--- src/rtl/delay_arb_pkg.sv ---
// Shared types and constants for the delay timer arbiter.
package delay_arb_pkg;
  typedef enum logic [1:0] {IDLE, RUN, DONE, RELEASE} state_t;

  localparam int MS_W_DEFAULT = 12;
  localparam int CLKS_PER_MS  = 100000;
endpackage

--- src/rtl/rr_pick.sv ---
// Combinational one-hot winner pick: round-robin from (last+1), or lowest index
// when DELAY_ARB_FIXED_PRIO_EN is defined (last is then ignored).
module rr_pick #(
  parameter int N  = 4,
  parameter int IW = 2
) (
  input  logic [N-1:0]  i_req,
  input  logic [IW-1:0] i_last,
  output logic [N-1:0]  o_gnt,
  output logic          o_vld
);
`ifdef DELAY_ARB_FIXED_PRIO_EN
  logic w_unused_last;
  assign w_unused_last = ^i_last;

  always_comb begin
    o_gnt = '0;
    o_vld = 1'b0;
    for (int k = 0; k < N; k++) begin
      if (!o_vld && i_req[k]) begin
        o_gnt[k] = 1'b1;
        o_vld    = 1'b1;
      end
    end
  end
`else
  logic [IW-1:0] w_idx;

  always_comb begin
    o_gnt = '0;
    o_vld = 1'b0;
    w_idx = '0;
    for (int k = 0; k < N; k++) begin
      w_idx = IW'((int'(i_last) + 1 + k) % N);
      if (!o_vld && i_req[w_idx]) begin
        o_gnt[w_idx] = 1'b1;
        o_vld        = 1'b1;
      end
    end
  end
`endif
endmodule

--- src/rtl/delay_arbiter.sv ---
// Shares one millisecond delay timer between N_REQ level requesters, one grant at a time.
// Round-robin by default; DELAY_ARB_FIXED_PRIO_EN selects fixed lowest-index priority.
module delay_arbiter
  import delay_arb_pkg::*;
#(
  parameter int N_REQ = 4,
  parameter int MS_W  = MS_W_DEFAULT
) (
  input  logic                    CLK,
  input  logic                    RST_N,
  input  logic [N_REQ-1:0]        REQ,
  input  logic [N_REQ*MS_W-1:0]   MS_IN,
  output logic [N_REQ-1:0]        ACK,
  output logic [N_REQ-1:0]        GNT,
  output logic                    BUSY,
  output logic [MS_W-1:0]         TMR_MS,
  output logic                    TMR_EN,
  input  logic                    TMR_FIN
);
  localparam int IW = (N_REQ > 1) ? $clog2(N_REQ) : 1;

  state_t           r_state;
  logic [IW-1:0]    r_own;
  logic [N_REQ-1:0] r_ack;
  logic [N_REQ-1:0] r_gnt;
  logic             r_busy;
  logic [MS_W-1:0]  r_tmr_ms;
  logic             r_tmr_en;

  logic [IW-1:0]    w_last;
  logic [N_REQ-1:0] w_pick;
  logic             w_vld;
  logic [IW-1:0]    w_idx;

`ifdef DELAY_ARB_FIXED_PRIO_EN
  assign w_last = '0;
`else
  logic [IW-1:0] r_last;

  // Pointer starts at the top index so requester 0 wins first after reset.
  always_ff @(posedge CLK) begin
    if (!RST_N)
      r_last <= IW'(N_REQ - 1);
    else if (r_state == IDLE && w_vld)
      r_last <= w_idx;
  end

  assign w_last = r_last;
`endif

  rr_pick #(.N(N_REQ), .IW(IW)) u_pick (
    .i_req  (REQ),
    .i_last (w_last),
    .o_gnt  (w_pick),
    .o_vld  (w_vld)
  );

  always_comb begin
    w_idx = '0;
    for (int i = 0; i < N_REQ; i++)
      if (w_pick[i]) w_idx = IW'(i);
  end

  // Abort (owner drops REQ) is checked before TMR_FIN so a coincident finish gives no ACK.
  always_ff @(posedge CLK) begin
    if (!RST_N) begin
      r_state  <= IDLE;
      r_own    <= '0;
      r_ack    <= '0;
      r_gnt    <= '0;
      r_busy   <= 1'b0;
      r_tmr_ms <= '0;
      r_tmr_en <= 1'b0;
    end else begin
      case (r_state)
        IDLE: begin
          if (w_vld) begin
            r_state  <= RUN;
            r_own    <= w_idx;
            r_gnt    <= w_pick;
            r_tmr_ms <= MS_IN[w_idx*MS_W +: MS_W];
            r_tmr_en <= 1'b1;
            r_busy   <= 1'b1;
          end
        end
        RUN: begin
          if (!REQ[r_own]) begin
            r_state  <= RELEASE;
            r_gnt    <= '0;
            r_tmr_en <= 1'b0;
          end else if (TMR_FIN) begin
            r_state <= DONE;
            r_ack   <= r_gnt;
          end
        end
        DONE: begin
          if (!REQ[r_own]) begin
            r_state  <= RELEASE;
            r_ack    <= '0;
            r_gnt    <= '0;
            r_tmr_en <= 1'b0;
          end
        end
        RELEASE: begin
          r_state <= IDLE;
          r_busy  <= 1'b0;
        end
        default: r_state <= IDLE;
      endcase
    end
  end

  assign ACK    = r_ack;
  assign GNT    = r_gnt;
  assign BUSY   = r_busy;
  assign TMR_MS = r_tmr_ms;
  assign TMR_EN = r_tmr_en;
endmodule

--- config.mk ---
export PLATFORM = sky130hd
export DESIGN_NAME = delay_arbiter
export DESIGN_NICKNAME = d
export VERILOG_FILES = /design/src/rtl/delay_arb_pkg.sv /design/src/rtl/rr_pick.sv /design/src/rtl/delay_arbiter.sv
export SDC_FILE = /design/constraint.sdc
export NUM_CORES = 1
export LEC_CHECK = 0
export CAP_MARGIN = 0
export CORE_MARGIN = 2
export CORE_UTILIZATION = 43
export DETAILED_ROUTE_END_ITERATION = 16
export GPL_ROUTABILITY_DRIVEN = 1
export MAX_ROUTING_LAYER = met4
export PLACE_DENSITY = 0.8
export RECOVER_POWER = 25
export SKIP_CTS_REPAIR_TIMING = 1
export SLEW_MARGIN = 20
export SYNTH_ARGS = -nofsm -noshare
export SYNTH_HDL_FRONTEND = slang
export SYNTH_HIERARCHICAL = 1
export SYNTH_SLANG_ARGS = --single-unit
export TNS_END_PERCENT = 5
--- constraint.sdc ---
create_clock -name CLK -period 3.66 [get_ports CLK]
set_clock_uncertainty 0.2 [all_clocks]
set_input_delay 0.732 -clock CLK [delete_from_list [all_inputs] [get_ports CLK]]
set_output_delay 0.732 -clock CLK [all_outputs]
set_load 0.02 [all_outputs]
==> metrics.txt, run 1 <==
Mapped Cells=216; Tightest Pin Transition=517 ps; Critical Path Fanout Max=9; routability cong.=0.847; Total Routing Usage GR=22.1%; PD cells=780 nW/um^2; post-synthesis sequential area ratio=29.6%; dpl cell area=2740 sq um; Pleak=1.12 nW; initial antenna violation count=0; Slew Limit Fails=0; Post-synth EDFFs=0; Synth cell types=46; gr ovfl total=0; fraction of layout cells with a size suffix above 1=8.47%; WP data arrival=3270 ps; Clk Tree Root Cell=clkbuf_8; RSZ-0062 raised after global routing=no; final setup fails=0; Layout Area Growth over Synthesis=47.5%; post-synth top area cell=dfxtp_1; leading post-synthesis cells by cell area=dfxtp_1 (30%), mux2i_1 (11%), ha_1 (7.9%), o21ai_0 (5.0%), a21oi_1 (4.5%); Final Cycle Share=89.3%; die area=4960 sq um; Ant. Diodes=0; CTS buffer count=3; worst endpoint required time=3660 ps; Fin. Hold Viols=0; I/O pin count=77; Die H=70.4 um; Worst R2R Start=r_last[1]$_SDFFE_PN1P_; DRT Pass-1 Iters=4; layout net count=363; top-count cell post-synth=dfxtp_1; Startpoint Class=input pin; Clock Sinks=28; hold path endpoint=TMR_MS[3]$_SDFFE_PN0P_; Reg2Reg Setup Slack=650 ps; most instantiated cells after synthesis=dfxtp_1 (28), nand2_1 (21), mux2i_1 (20); R2R Path End=TMR_MS[1]$_SDFFE_PN0P_; drt total wl=5070 um; IO Port Bufs=76; minimum clock period=3270 ps; share of the synthesized area in the top cell type=29.6%; drt wl/cell=14.6 um; hold path start=TMR_MS[3]$_SDFFE_PN0P_; Final Instance Area=2800 sq um; met1 GRT Util=26.2%; first-pass GRT wire length=8780 um; R2R depth=8; Worst-path clk slew=90 ps; Peak VDD IR=377 uV; Initial Utilization=44.2%; Yosys reg bits=28; Synthesized Nets=283; die width=70.4 um; num rows=24; CTS tree=yes; Max stage delay cell, worst path=mux4_2; antenna-violating nets left=0; relative slew slack=65.3%; maxcap violations=0; Iteration-0 DRC Markers=106; dpl hpwl=4050 um; Core ar.=4290 sq um; f_max=306 MHz; WHS Path Cells=2; YS warnings=6; CP Cell Sequence=clkdlybuf4s50_1 -> mux4_2 -> nand2_1 -> o21ai_0 -> a211o_1 -> or3_1 -> o22a_1 -> a21oi_1; pin count of the biggest net entering global routing=20; vias=1932; Clock Latency Late Sink=270 ps; CTS Buffer Depth=2; most used routing layer=met2; syn_area_per_cell=8.78 sq um; met2 Track Usage GR=39.2%; Main synth FF type=dfxtp_1; H-tree levels=1; max incr delay on CP=600 ps; met3 usage=4.47%; vias in the first global route=1889; DRC Markers=0; Synth async-reset ratio=0%; Mapped Area=1900 sq um; Vias/cell=5.57; outcome=complete, no violations; endpoint class of the critical path=flip-flop; worst hold path class=reg2reg; WS Path Type=in2reg; total negative slack=0 ps
==> registers in the layout, indices dropped and copies added, names as in the netlist <==
name	count
TMR_MS	12
ACK	4
GNT	4
r_last	2
r_own	2
r_state	2
BUSY	1
TMR_EN	1
==> cells by family after synthesis <==
logic type	count (synthesis)	synth area share, %
multiplexers	25	15.3
AO/OA/AOI/OAI	74	26.5
buffers and inverters	19	4.49
adder cells (fa/ha/maj)	12	7.92
AND/OR/NAND/NOR	58	16.2
flip-flops	28	29.6
==> how the worst max path moves through the flow <==
stage	from	end	slack, ps	cells past startpoint
final	REQ[1]	TMR_MS[1]$_SDFFE_PN0P_	390	8
after global routing	REQ[3]	TMR_MS[10]$_SDFFE_PN0P_	200	8
after CTS	REQ[1]	TMR_MS[1]$_SDFFE_PN0P_	430	8
after detailed placement	REQ[1]	TMR_MS[1]$_SDFFE_PN0P_	150	8
after global placement	REQ[2]	TMR_MS[10]$_SDFFE_PN0P_	230	8
after floorplan	r_last[0]$_SDFFE_PN1P_	TMR_MS[8]$_SDFFE_PN0P_	640	13
==> critical path, delay by kind of cell <==
kind                   cells  cell delay [ps]
buffers and inverters      1              520
muxes                      1              600
and+or+nand+nor            2              640
AOI/OAI and AO/OA          4              770
==> through the flow <==
stage | power (W) | setup slack (ps) | hold WS (ps) | instances | utilization [%]
3_5_place_dp | 0.00201 | 146 | 248 | 343 | 63.9
2_1_floorplan | 0.00152 | 639 | 280 | 216 | -
6_report | 0.00218 | 393 | 255 | 347 | 65.2
3_3_place_gp | 0.00197 | 232 | 237 | 343 | 63.9
4_1_cts | 0.00221 | 427 | 258 | 347 | 65.2
5_1_grt | 0.00237 | 205 | 278 | 347 | 65.2
==> where the power goes <==
part	leakage (nW)	internal [W]	switching, W
sequential	0.231	0.000421	0.0000703
clock	0.0288	0.0000964	0.0000941
combinational	0.857	0.000695	0.000805
total	1.12	0.00121	0.000969
==> cell usage in the layout, fill, tap and decap left out, types with 3 or more instances in the layout <==
cell             Yosys  routed
a22o_1               4       4
nor2b_1              3       3
nor3_1               4       4
a221o_1              3       3
a21oi_1             17      17
mux2i_1             20      20
a22oi_1              9       9
dfxtp_1             28      28
clkdlybuf4s50_1      0      64
nand2b_1             3       3
o22a_1               7       7
nor2_1              10      10
clkbuf_8             0       4
nand4b_1             4       4
ha_1                12      12
buf_4                0      10
inv_1                8       8
dlygate4sd3_1        0      12
o21ai_0             19      19
nand2_1             21      21
==> layer usage <==
layer / share of wire [%] / vias up / routed length [um]
li1: - / 963 / -
met1: 41 / 900 / 2070
met2: 54 / 65 / 2720
met3: 5.1 / 4 / 260
met4: 0.61 / 0 / 31
met5: 0 / - / 0
==> layout make-up <==
class	count	area, sq um
Fill cell	379	1500
Sequential cell	28	561
Clock buffer	4	55.1
Inverter	8	30.0
Timing Repair Buffer	86	836
Multi-Input combinational cell	169	1250
Tap cell	52	65.1
Power figures use the tool's default switching activity.
==> inputs of run 2 (changes only) <==
- CTS_CLUSTER_DIAMETER: not set -> 50
==> results of run 2 <==
The final DEF is identical to that of run 1; final timing and power are the same.
